[config.mk]
export PLATFORM = sky130hd
export DESIGN_NAME = pll_lock_reset_gen_flat
export DESIGN_NICKNAME = d
export VERILOG_FILES = /design/src/rtl/pll_lock_reset_gen_pkg.sv /design/src/rtl/pll_lock_reset_gen_if.sv /design/src/rtl/pll_lock_reset_gen_sync_bit.sv /design/src/rtl/pll_lock_reset_gen.sv /design/src/flat_wrapper.sv
export SDC_FILE = /design/constraint.sdc
export NUM_CORES = 1
export LEC_CHECK = 0
export ABC_AREA = 1
export BUFFER_PORTS_ARGS = -buffer_cell sky130_fd_sc_hd__buf_2
export CORE_UTILIZATION = 50
export DETAILED_ROUTE_END_ITERATION = 6
export MAX_ROUTING_LAYER = met4
export PLACE_DENSITY = 0.69
export SLEW_MARGIN = 10
export SYNTH_ARGS = -nofsm -noshare
export SYNTH_HDL_FRONTEND = slang
export SYNTH_HIERARCHICAL = 1
export SYNTH_SLANG_ARGS = --single-unit
[constraint.sdc]
create_clock -name SYSCLK -period 2.5 [get_ports SYSCLK]
set_input_delay 0.5 -clock SYSCLK [delete_from_list [all_inputs] [get_ports SYSCLK]]
set_output_delay 0.5 -clock SYSCLK [all_outputs]
set_load 0.005 [all_outputs]
[src/rtl/pll_lock_reset_gen_pkg.sv]
// Shared state encoding and sizing helper for the PLL lock-qualified reset generator.
package pll_lock_reset_gen_pkg;

    typedef enum logic [1:0] {
        ST_WAIT_LOCK = 2'b00,
        ST_STABILIZE = 2'b01,
        ST_RELEASE   = 2'b10,
        ST_RUN       = 2'b11
    } state_e;

    // Counter width able to hold 0..n-1, never narrower than one bit.
    function automatic int unsigned cnt_width(input int unsigned n);
        return (n <= 1) ? 1 : $clog2(n);
    endfunction

endpackage

[src/rtl/pll_lock_reset_gen_if.sv]
// Lock input, status clear and staged reset/status outputs of pll_lock_reset_gen.
interface pll_lock_reset_gen_if #(
    parameter int unsigned NUM_RST_OUT = 3,
    parameter int unsigned LOSS_CNT_W  = 8
);
    logic                   PLL_LOCK;
    logic                   CLR_STATUS;
    logic [NUM_RST_OUT-1:0] FABRIC_RESET_N;
    logic                   READY;
    logic                   LOCK_LOST_STICKY;
    logic [LOSS_CNT_W-1:0]  LOCK_LOSS_COUNT;
    logic [1:0]             STATE;

    modport master (
        output PLL_LOCK, CLR_STATUS,
        input  FABRIC_RESET_N, READY, LOCK_LOST_STICKY, LOCK_LOSS_COUNT, STATE
    );

    modport slave (
        input  PLL_LOCK, CLR_STATUS,
        output FABRIC_RESET_N, READY, LOCK_LOST_STICKY, LOCK_LOSS_COUNT, STATE
    );
endinterface

[src/rtl/pll_lock_reset_gen_sync_bit.sv]
// Multi-flop synchronizer for a single asynchronous status bit, cleared by the async reset.
module pll_lock_reset_gen_sync_bit #(
    parameter int unsigned SYNC_STAGES = 2
) (
    input  logic clk,
    input  logic rst_n,
    input  logic d,
    output logic q
);
    logic [SYNC_STAGES-1:0] sync_q;
    logic [SYNC_STAGES-1:0] sync_d;

    always_comb sync_d = {sync_q[SYNC_STAGES-2:0], d};

    always_ff @(posedge clk or negedge rst_n) begin
        if (!rst_n) sync_q <= '0;
        else        sync_q <= sync_d;
    end

    assign q = sync_q[SYNC_STAGES-1];
endmodule

[src/rtl/pll_lock_reset_gen.sv]
// Holds fabric domains in reset until PLL lock is stable, releases them in order,
// and drops all of them on any lock loss while counting loss events.
module pll_lock_reset_gen
    import pll_lock_reset_gen_pkg::*;
#(
    parameter int unsigned SYNC_STAGES        = 2,
    parameter int unsigned LOCK_STABLE_CYCLES = 1024,
    parameter int unsigned RST_STAGE_GAP      = 16,
    parameter int unsigned NUM_RST_OUT        = 3,
    parameter int unsigned LOSS_CNT_W         = 8
) (
    input  logic              SYSCLK,
    input  logic              NSYSRESET,
    pll_lock_reset_gen_if.slave bus
);
    localparam int unsigned STAB_W = cnt_width(LOCK_STABLE_CYCLES);
    localparam int unsigned GAP_W  = cnt_width(RST_STAGE_GAP);
    localparam int unsigned IDX_W  = cnt_width(NUM_RST_OUT);

    localparam logic [STAB_W-1:0]     STAB_LAST = STAB_W'(LOCK_STABLE_CYCLES - 1);
    localparam logic [GAP_W-1:0]      GAP_LAST  = GAP_W'(RST_STAGE_GAP - 1);
    localparam logic [IDX_W-1:0]      IDX_LAST  = IDX_W'(NUM_RST_OUT - 1);
    localparam logic [LOSS_CNT_W-1:0] CNT_MAX   = '1;

    logic lock_sync;

    pll_lock_reset_gen_sync_bit #(
        .SYNC_STAGES(SYNC_STAGES)
    ) u_lock_sync (
        .clk   (SYSCLK),
        .rst_n (NSYSRESET),
        .d     (bus.PLL_LOCK),
        .q     (lock_sync)
    );

    state_e                 state_q, state_d;
    logic [STAB_W-1:0]      stab_cnt_q, stab_cnt_d;
    logic [GAP_W-1:0]       gap_cnt_q, gap_cnt_d;
    logic [IDX_W-1:0]       idx_q, idx_d;
    logic [NUM_RST_OUT-1:0] fabric_rst_n_q, fabric_rst_n_d;
    logic                   ready_q, ready_d;
    logic                   sticky_q, sticky_d;
    logic [LOSS_CNT_W-1:0]  loss_cnt_q, loss_cnt_d;
    logic                   lock_lost;

    always_ff @(posedge SYSCLK or negedge NSYSRESET) begin
        if (!NSYSRESET) begin
            state_q        <= ST_WAIT_LOCK;
            stab_cnt_q     <= '0;
            gap_cnt_q      <= '0;
            idx_q          <= '0;
            fabric_rst_n_q <= '0;
            ready_q        <= 1'b0;
            sticky_q       <= 1'b0;
            loss_cnt_q     <= '0;
        end else begin
            state_q        <= state_d;
            stab_cnt_q     <= stab_cnt_d;
            gap_cnt_q      <= gap_cnt_d;
            idx_q          <= idx_d;
            fabric_rst_n_q <= fabric_rst_n_d;
            ready_q        <= ready_d;
            sticky_q       <= sticky_d;
            loss_cnt_q     <= loss_cnt_d;
        end
    end

    always_comb begin
        state_d    = state_q;
        stab_cnt_d = stab_cnt_q;
        gap_cnt_d  = gap_cnt_q;
        idx_d      = idx_q;
        case (state_q)
            ST_WAIT_LOCK: begin
                if (lock_sync) begin
                    state_d    = ST_STABILIZE;
                    stab_cnt_d = '0;
                end
            end
            ST_STABILIZE: begin
                if (!lock_sync) begin
                    state_d = ST_WAIT_LOCK;
                end else if (stab_cnt_q == STAB_LAST) begin
                    state_d   = ST_RELEASE;
                    gap_cnt_d = '0;
                    idx_d     = '0;
                end else begin
                    stab_cnt_d = stab_cnt_q + 1'b1;
                end
            end
            ST_RELEASE: begin
                // gap_cnt==0 marks a release edge; reloading with GAP-1 spaces releases GAP apart
                if (!lock_sync) begin
                    state_d = ST_WAIT_LOCK;
                end else if (gap_cnt_q == '0) begin
                    gap_cnt_d = GAP_LAST;
                    idx_d     = idx_q + 1'b1;
                    if (idx_q == IDX_LAST) state_d = ST_RUN;
                end else begin
                    gap_cnt_d = gap_cnt_q - 1'b1;
                end
            end
            ST_RUN: begin
                if (!lock_sync) state_d = ST_WAIT_LOCK;
            end
            default: state_d = ST_WAIT_LOCK;
        endcase
    end

    always_comb begin
        fabric_rst_n_d = fabric_rst_n_q;
        ready_d        = ready_q;
        sticky_d       = sticky_q;
        loss_cnt_d     = loss_cnt_q;
        lock_lost      = 1'b0;
        case (state_q)
            ST_RELEASE: begin
                if (!lock_sync) begin
                    lock_lost = 1'b1;
                end else if (gap_cnt_q == '0) begin
                    fabric_rst_n_d = fabric_rst_n_q | (NUM_RST_OUT'(1) << idx_q);
                    ready_d        = (idx_q == IDX_LAST);
                end
            end
            ST_RUN: begin
                if (!lock_sync) lock_lost = 1'b1;
            end
            default: begin
                fabric_rst_n_d = '0;
                ready_d        = 1'b0;
            end
        endcase
        if (lock_lost) begin
            fabric_rst_n_d = '0;
            ready_d        = 1'b0;
        end
        // Clear first so a coincident loss is still recorded as the first event
        if (bus.CLR_STATUS) begin
            sticky_d   = 1'b0;
            loss_cnt_d = '0;
        end
        if (lock_lost) begin
            sticky_d = 1'b1;
            if (loss_cnt_d != CNT_MAX) loss_cnt_d = loss_cnt_d + 1'b1;
        end
    end

    assign bus.FABRIC_RESET_N   = fabric_rst_n_q;
    assign bus.READY            = ready_q;
    assign bus.LOCK_LOST_STICKY = sticky_q;
    assign bus.LOCK_LOSS_COUNT  = loss_cnt_q;
    assign bus.STATE            = state_q;
endmodule

[src/flat_wrapper.sv]
// flat-port wrapper written by rule: the top's interface ports become plain ports
module pll_lock_reset_gen_flat import pll_lock_reset_gen_pkg::*;
#(
    parameter int unsigned SYNC_STAGES        = 2,
    parameter int unsigned LOCK_STABLE_CYCLES = 1024,
    parameter int unsigned RST_STAGE_GAP      = 16,
    parameter int unsigned NUM_RST_OUT        = 3,
    parameter int unsigned LOSS_CNT_W         = 8
)
  (SYSCLK, NSYSRESET, bus_PLL_LOCK, bus_CLR_STATUS, bus_FABRIC_RESET_N, bus_READY, bus_LOCK_LOST_STICKY, bus_LOCK_LOSS_COUNT, bus_STATE);
  pll_lock_reset_gen_if #(.NUM_RST_OUT(NUM_RST_OUT), .LOSS_CNT_W(LOSS_CNT_W)) bus_i ();
  input  logic SYSCLK;
  input  logic NSYSRESET;
  input wire logic [$bits(bus_i.PLL_LOCK)-1:0] bus_PLL_LOCK;
  input wire logic [$bits(bus_i.CLR_STATUS)-1:0] bus_CLR_STATUS;
  output wire logic [$bits(bus_i.FABRIC_RESET_N)-1:0] bus_FABRIC_RESET_N;
  output wire logic [$bits(bus_i.READY)-1:0] bus_READY;
  output wire logic [$bits(bus_i.LOCK_LOST_STICKY)-1:0] bus_LOCK_LOST_STICKY;
  output wire logic [$bits(bus_i.LOCK_LOSS_COUNT)-1:0] bus_LOCK_LOSS_COUNT;
  output wire logic [$bits(bus_i.STATE)-1:0] bus_STATE;
  assign bus_i.PLL_LOCK = bus_PLL_LOCK;
  assign bus_i.CLR_STATUS = bus_CLR_STATUS;
  assign bus_FABRIC_RESET_N = bus_i.FABRIC_RESET_N;
  assign bus_READY = bus_i.READY;
  assign bus_LOCK_LOST_STICKY = bus_i.LOCK_LOST_STICKY;
  assign bus_LOCK_LOSS_COUNT = bus_i.LOCK_LOSS_COUNT;
  assign bus_STATE = bus_i.STATE;
  pll_lock_reset_gen #(.SYNC_STAGES(SYNC_STAGES), .LOCK_STABLE_CYCLES(LOCK_STABLE_CYCLES), .RST_STAGE_GAP(RST_STAGE_GAP), .NUM_RST_OUT(NUM_RST_OUT), .LOSS_CNT_W(LOSS_CNT_W)) u_core (.SYSCLK(SYSCLK), .NSYSRESET(NSYSRESET), .bus(bus_i));
endmodule
# --- Word-level counts from Yosys, hierarchy flattened ---
# Index checks and enable logic that the tools add are counted.
totals:
  regBits: 33
  input_bits: 4
  wordCells: 82
  out_inout_bits: 15
op_classes:
  n_shift: 1
  reduce_logical: 11
  n_addsub: 4
  mux: 37
  eq_ne: 19
  bitwise: 1
ops:
  columns: ["cell", "n"]
  rows:
  - ["two-way mux 10 bit", 3]
  - ["two-way mux 8 bit", 3]
  - ["two-way mux 2 bit", 11]
  - ["case mux 10 bit (2 select lines)", 1]
  - ["two-way mux 4 bit", 4]
  - ["!= test 3 x 2 -> 1 bit, second input constant", 4]
  - ["adder 10 x 1 -> 10 bit, second input constant", 1]
  - ["equality test 10 bit, second input constant", 1]
  - ["!= test 2 bit, second input constant", 5]
  - ["AND reduction 5 bit", 2]
  - ["two-way mux 3 bit", 3]
  - ["adder 8 x 1 -> 8 bit, second input constant", 1]
  - ["!= test 8 bit, second input constant", 1]
  - ["case mux 2 bit (4 select lines)", 1]
  - ["case mux 4 bit (2 select lines)", 1]
  - ["AND reduction 4 bit", 2]
  - ["two-way mux 1 bit", 7]
  - ["equality test 2 bit, second input constant", 3]
  - ["!= test 2 x 1 -> 1 bit, second input constant", 3]
  - ["case mux 3 bit (2 select lines)", 1]
  - ["nonzero test 2 bit", 3]
  - ["logical NOT 4 bit", 1]
  - ["case mux 2 bit (2 select lines)", 1]
  - ["subtractor 4 x 1 -> 4 bit, second input constant", 1]
  - ["other kinds (9)", 9]

# --- Depth between registers and ports, before layout ---
# Gate-level depths: netlist (run 1).
logic_depth:
  depth_word: 6
  mapped_depth: 10
  ltp_nobuf: 10

# --- Hierarchy ---
# The synthesis (run 1) kept the hierarchy.
modules_own_cells:
  columns: ["mod", "cells_per_inst", "area_each_um2", "seq_area_each_um2", "instances"]
  rows:
  - ["pll_lock_reset_gen", 249, 1809.2, 775.7, 1]
  - ["pll_lock_reset_gen_sync_bit", 2, 50.0, 50.0, 1]

# --- Least setup slack after synthesis (run 1) ---
# Ideal clock, no wire load.
synth_path:
  kind: "input port to flip-flop"
  from: "in bus_CLR_STATUS"
  to: "reg u_core.loss_cnt_q[1] (netlist: u_core/bus.LOCK_LOSS_COUNT[1])"
  slack_ns: 0.992
  arrival_time_ns: 1.391
  setup_time_ns: 0.116
  cell_stages: 9
  cell_sequence: "nor2_1 -> ha_1 -> nand3_1 -> nor2_1 -> nand2_1 -> nand2_1 -> inv_1 -> nand2_1 -> nand2_1"
synth_between:
  elab_chain_len: 4
synth_rtl:
  columns: ["item", "line_no", "source"]
  rows:
  - ["from (decl)", "flat_wrapper.sv:15", "input wire logic [$bits(bus_i.CLR_STATUS)-1:0] bus_CLR_STATUS;"]
  - ["two-way mux 8 bit *", "pll_lock_reset_gen.sv:138", "if (bus.CLR_STATUS) begin"]
  - ["adder 8 x 1 -> 8 bit or != test 8 bit (tied branches)", "pll_lock_reset_gen.sv:144", "if (loss_cnt_d != CNT_MAX) loss_cnt_d = loss_cnt_d + 1'b1;"]
  - ["two-way mux 8 bit", "pll_lock_reset_gen.sv:144", null]
  - ["two-way mux 8 bit *", "pll_lock_reset_gen.sv:142", "if (lock_lost) begin"]
  - ["named net u_core.loss_cnt_d[1]", "pll_lock_reset_gen.sv:43", "logic [LOSS_CNT_W-1:0] loss_cnt_q, loss_cnt_d;"]
  - ["to (signal assigned)", "pll_lock_reset_gen.sv:64", "loss_cnt_q <= loss_cnt_d;"]
  - ["to (decl)", "pll_lock_reset_gen.sv:43", null]
# Mark *: on every way through the listed nets, which the timed path passes. The rest lies on a longest branch.
# A chain may end at the register's enable or synchronous reset.

# --- Worst setup path after layout (run 1) ---
layout_path:
  from: "reg u_core.stab_cnt_q[0]"
  to: "reg u_core.state_q[0] (netlist: u_core/bus.STATE[0])"
layout_between:
  elab_chain_len: 3
layout_rtl:
  columns: ["item", "line_no", "source"]
  rows:
  - ["from (decl)", "pll_lock_reset_gen.sv:37", "logic [STAB_W-1:0] stab_cnt_q, stab_cnt_d;"]
  - ["from (signal assigned)", "pll_lock_reset_gen.sv:58", "stab_cnt_q <= stab_cnt_d;"]
  - ["equality test 10 bit", "pll_lock_reset_gen.sv:83", "end else if (stab_cnt_q == STAB_LAST) begin"]
  - ["!= test 3 x 2 -> 1 bit (no source line)", null, null]
  - ["AND reduction 5 bit (no source line)", null, null]
  - ["to (signal assigned)", "pll_lock_reset_gen.sv:57", "state_q <= state_d;"]
  - ["to (decl)", "pll_lock_reset_gen.sv:36", "state_e state_q, state_d;"]
# No other way between the ends.

==> flow_summary_export.csv, run 1 <==
group,metric,value,unit
status,status,"finished, final reports clean",
cts,clock_path_buffers,2,
power_and_ir_drop,max-vdd-ir-drop,0.501,mV
placement,dp_hpwl,2.64,mm
cts,cts_resized,0,
critical_path,cp-start-kind,"flip-flop",
final_layout,syn_to_final_growth,15.1,%
global_route,grt_pass1_wl,6.21,mm
global_route,antenna_found_initial,0,
critical_path,path_cells,"ha_1 > nand2_1 > nor2_1 > nand3_1 > nand2_1 > nand2_1 > nand2_1 > nand2_1",
synthesis,ys_seq_elements,33,
critical_path,critical_path.endpoint,"u_core/bus.STATE[0]",
timing,holdWs,0.268,ns
synthesis,muxShareOfSynthArea,0,%
floorplan,start_util,54.0,%
cts,cts.sinks,33,
floorplan,dieArea,3970,sq um
synthesis,synth_compound_area_share,6.53,%
synthesis,synth_top_family_by_area,"simple AND/OR/NAND/NOR gates",
critical_path,cp_max_fo,5,
power_and_ir_drop,power,1750,uW
flow_run,cap_violations,0,
routing,vias,1592,
synthesis,synth_cell_types,21,
critical_path,reg2regPathDepth,8,
timing,worst_slack,0.834,ns
synthesis,syn_inst,251,
timing,slew_headroom,51.8,%
timing,rsz0062_at_grt,"no",
critical_path,worst-path-buf-inv,0,
timing,finalClockSkew,0.00225,ns
cts,cts_buffers,5,
synthesis,syn_area,1860,sq um
critical_path,required,2.67,ns
floorplan,pin_count,19,
routing,drtIter0Drc,109,
min_path,min_path_type,"in2async",
synthesis,yosysSeqAreaShare,44.4,%
synthesis,synth_xor_area_share,3.30,%
routing,drc,0,
routing,routed_wl,3.49,mm
global_route,grt_overflow_total,0,
critical_path,r2r_slack,0.83,ns
power_and_ir_drop,leakage,0.00112,uW
global_route,grt_use_total,21.0,%
floorplan,core_area,3440,sq um
cts,cts_max_level,2,
placement,gp_congestion,0.859,
critical_path,crit_cells,8,
synthesis,synthAdderAreaFrac,4.04,%
critical_path,crit_family,"simple AND/OR/NAND/NOR gates",
final_layout,final_util,62.2,%
timing,finalMaxSlewViolations,0,
critical_path,cpMostUsedCell,"nand2_1",
global_route,grt_pass1_vias,1441,
timing,setup_viol,0,
timing,hold_viol_final,0,
cts,insertion_delay,0.28,ns
cts,cts-root-buf,"clkbuf_8",
routing,drtPass1Iterations,4,
critical_path,crit_type,"reg2reg",
final_layout,drive_gt1_share,14.4,%
critical_path,timing.rr.end,"u_core/bus.STATE[0]",
critical_path,worstSetupStartpoint,"u_core/stab_cnt_q[0]",
floorplan,fp.dieH,63.0,microns
global_route,grt_max_degree,34,
timing,fin_setup_tns,0,ns
placement,post-place-ws,0.729,ns
cts,cts_hold_buffers,0,
synthesis,avgSynthCellArea,7.41,sq um
final_layout,n_antenna_cell,0,
routing,drt-wirelength-per-cell,10.8,microns
timing,tightestPinTransition,0.723,ns
routing,ant_nets,0,
synthesis,synth_simple_gate_area_share,34.7,%
critical_path,slowest_stage,"dfrtp_1",
cts,tritoncts,"built",
synthesis,synth_nets,261,
final_layout,final_cell_mix,"78 x nand2_1, 33 x inv_1, 33 x dfrtp_1, 28 x nand3_1, 24 x nor2_1",
timing,period_needed,1.67,ns
floorplan,die_w,63.0,microns
cts,post-cts-setup-buffers,0,
critical_path,max_stage_delay,0.40,ns
critical_path,critPathCaptureType,"flip-flop",
final_layout,final_common_cell,"nand2_1",
critical_path,timing.rr.start,"u_core/stab_cnt_q[0]",
cts,path_clk_slew,0.07,ns
floorplan,rows,21,
synthesis,ys_warn_count,6,
placement,port-buffer-count,18,
power_and_ir_drop,power_density,816,nW/um^2
final_layout,final_nets,286,
timing,max_freq,0.600,GHz
timing,period_share,66.6,%
critical_path,worstPathArrival,1.84,ns
routing,routed_via_density,4.93,
## cells in the mapped netlist
| master | n | area (sq um) |
|---|---|---|
| o211ai_1 | 1 | 7.51 |
| nor3_2 | 1 | 10.0 |
| nor2_2 | 4 | 25.0 |
| nand2_1 | 78 | 293 |
| nand4_1 | 5 | 31.3 |
| inv_1 | 33 | 124 |
| ha_1 | 6 | 75.1 |
| and2_4 | 1 | 8.76 |
| nand2_2 | 2 | 12.5 |
| nand3_1 | 28 | 140 |
| xor2_1 | 7 | 61.3 |
| dfrtp_1 | 33 | 826 |
| a21o_2 | 1 | 8.76 |
| nor3_1 | 1 | 5.00 |
| a21oi_1 | 7 | 35.0 |
| o21ai_0 | 11 | 55.1 |
| or2_2 | 1 | 6.26 |
| inv_2 | 2 | 7.51 |
| nor2_4 | 2 | 22.5 |
| nor2_1 | 24 | 90.1 |
| o21ai_1 | 3 | 15.0 |
## stage by stage
stage	std cells	area (sq um)
after global placement	315	2010
after CTS	323	2140
after detailed placement	315	2010
final	323	2140
after global routing	323	2140
after floorplan	251	1860
## power by group
group,internal [uW],switching [uW]
clock network,396,194
logic,169,301
registers,614,74.0
## cells by family after synthesis
| family | count (synthesis) |
|---|---|
| compound gates | 23 |
| flops | 33 |
| simple gates | 147 |
| fa+ha+maj | 6 |
| buf+inv | 35 |
| xor+xnor | 7 |
## flip-flops by register name, summed over array words and instances, names as in the netlist
register                     flops
u_core/stab_cnt_q               10
u_core/bus.LOCK_LOSS_COUNT       8
u_core/gap_cnt_q                 4
u_core/bus.FABRIC_RESET_N        3
u_core/bus.STATE                 2
u_core/idx_q                     2
u_core/u_lock_sync/sync_q        2
u_core/bus.LOCK_LOST_STICKY      1
u_core/bus.READY                 1
## final cells by class
type                            instances  area [sq um]
Timing Repair Buffer                   18          90.1
Clock buffer                            5          68.8
Fill cell                             314          1300
Sequential cell                        33           826
Tap cell                               46          57.6
Inverter                               35           131
Clock inverter                          3          65.1
Multi-Input combinational cell        183           902
## worst min-delay path by stage
stage | to | cells past startpoint | slack (ns)
2_1_floorplan | u_core/bus.FABRIC_RESET_N[0] | 0 | 0.20
3_3_place_gp | u_core/u_lock_sync/sync_q[1] | 0 | 0.34
3_5_place_dp | u_core/u_lock_sync/sync_q[1] | 0 | 0.34
4_1_cts | u_core/gap_cnt_q[1] | 1 | 0.29
5_1_grt | u_core/u_lock_sync/sync_q[0] | 1 | 0.30
6_report | u_core/bus.LOCK_LOSS_COUNT[6] | 1 | 0.27
## layer usage
| layer | track usage (%) | vias to the layer above | part of all wire [%] |
|---|---|---|---|
| li1 | - | 845 | - |
| met1 | 27.3 | 708 | 51 |
| met2 | 31.0 | 33 | 43 |
| met3 | 5.47 | 6 | 4.1 |
| met4 | 8.72 | 0 | 1.9 |
| met5 | - | - | 0 |
Power figures use the tool's default switching activity.
==> inputs of run 2 (changes only) <==
PLACE_DENSITY = 0.72   (was 0.69)
clock period = 1.5 ns   (was 2.5 ns; I/O delays follow)
==> flow_summary_export.csv, run 2 (synthesized netlist as in run 1, its figures left out) <==
group,metric,value,unit
final_layout,final_cell_mix,"74 x nand2_1, 32 x inv_1, 32 x dfrtp_1, 25 x nand3_1, 24 x buf_4",
critical_path,r2r_slack,0.07,ns
final_layout,fillers,275,
critical_path,timing.rr.start,"u_core/bus.STATE[0]",
cts,tritoncts,"built",
floorplan,core_area,3440,sq um
routing,drt-wirelength-per-cell,12.2,microns
floorplan,rows,21,
flow_run,cap_violations,0,
cts,cts_hold_buffers,0,
timing,slew_headroom,71.3,%
critical_path,cp-start-kind,"flip-flop",
cts,path_clk_slew,0.07,ns
timing,max_freq,0.699,GHz
final_layout,seq_area,827,sq um
floorplan,fp.dieH,63.0,microns
final_layout,largest_register,"u_core/stab_cnt_q",
global_route,antenna_found_initial,0,
final_layout,drive_gt1_share,27.9,%
placement,dp_hpwl,2.89,mm
floorplan,pin_count,19,
cts,clock_path_buffers,2,
placement,port-buffer-count,18,
timing,period_needed,1.43,ns
routing,ant_nets,0,
global_route,grt_max_degree,34,
global_route,grt_pass1_vias,1620,
cts,cts-root-buf,"clkbuf_8",
routing,drtPass1Iterations,4,
timing,fin_setup_tns,0,ns
routing,drc,0,
critical_path,cp_max_fo,5,
floorplan,die_w,63.0,microns
global_route,grt_pass1_wl,6.93,mm
cts,cts_buffers,5,
power_and_ir_drop,power_density,1280,nW/um^2
final_layout,n_antenna_cell,0,
critical_path,reg2regPathDepth,7,
final_layout,largest_reg_flops,10,
placement,gp_congestion,0.873,
final_layout,syn_to_final_growth,28.9,%
timing,finalClockSkew,0.00898,ns
cts,cts.sinks,33,
critical_path,crit_type,"reg2reg",
floorplan,dieArea,3970,sq um
critical_path,worstPathArrival,1.62,ns
critical_path,critPathCaptureType,"flip-flop",
critical_path,timing.rr.end,"u_core/gap_cnt_q[1]",
final_layout,final_common_cell,"nand2_1",
floorplan,start_util,54.0,%
critical_path,required,1.69,ns
power_and_ir_drop,max-vdd-ir-drop,0.861,mV
routing,routed_wl,4.24,mm
global_route,grt_use_total,23.1,%
cts,insertion_delay,0.29,ns
timing,period_share,95.4,%
min_path,min_path_type,"in2async",
power_and_ir_drop,leakage,0.00125,uW
timing,setup_viol,0,
final_layout,multiInputGateArea,991,sq um
timing,finalMaxSlewViolations,0,
global_route,grt_overflow_total,0,
status,status,"finished, final reports clean",
timing,tightestPinTransition,0.431,ns
cts,cts_max_level,2,
routing,vias,1778,
timing,hold_viol_final,0,
final_layout,final_nets,310,
routing,routed_via_density,5.12,
routing,drtIter0Drc,95,
final_layout,final_util,69.6,%
-- run 2: worst max path at each step --
stage	endpoint	slack (ns)	from	cells past startpoint
CTS	u_core/gap_cnt_q[1]	0.03	u_core/stab_cnt_q[6]	6
global route	u_core/bus.STATE[1]	-0.03	u_core/gap_cnt_q[1]	9
detailed placement	u_core/bus.STATE[1]	-0.02	u_core/gap_cnt_q[0]	9
floorplan	u_core/gap_cnt_q[1]	0.05	u_core/stab_cnt_q[0]	7
global placement	u_core/bus.STATE[1]	0.02	u_core/gap_cnt_q[0]	9
finish	u_core/gap_cnt_q[1]	0.07	u_core/bus.STATE[0]	7
-- run 2: worst max-delay path, stage by stage, from the launching register on --
cell and delay (ns):
dfrtp_1 0.42, inv_1 0.20, nand2_2 0.12, nor2_1 0.14
inv_1 0.08, nand2_1 0.09, nand2_2 0.09, a21o_2 0.19
-- run 2: final cells by class --
type                    instances  area share [%]
clock buffers                   6            3.44
multi-input cells             183            41.3
inverters                      35            5.48
flip-flops and latches         33            34.5
well taps                      46            2.40
clock inverters                 2            1.57
repair buffers                 42            11.3
-- run 2: metrics by stage --
stage          cells  hold slack (ns)  worst slack (ns)  total power (uW)  instance area, sq um
2_1_floorplan    251          0.00441            0.0479              1720                  1860
3_3_place_gp     338            0.336            0.0164              2070                  2180
3_5_place_dp     338            0.341           -0.0178              2090                  2180
4_1_cts          346           0.0348            0.0322              2990                  2300
5_1_grt          347           0.0631           -0.0262              3260                  2400
6_report         347           0.0300            0.0684              3060                  2400
-- run 2: power by group --
group | switching (uW) | internal (uW) | total [uW]
registers | 118 | 1020 | 1140
clock network | 343 | 540 | 882
logic | 605 | 428 | 1030
total | 1070 | 1990 | 3060
-- run 2: metal layers --
layer | up-vias | track usage [%] | share of wire [%]
met4 | 0 | 8.14 | 1.2
met3 | 6 | 6.57 | 4.2
met5 | - | - | 0
li1 | 896 | - | -
met1 | 841 | 29.1 | 48
met2 | 35 | 35.3 | 47
-- run 2: what timing repair did --
item                                    in CTS  in global routing
endpoints found under the setup margin       3                 25
buffers inserted                             0                  1
gates resized for setup                      1                 25
pin swaps                                    0                  2
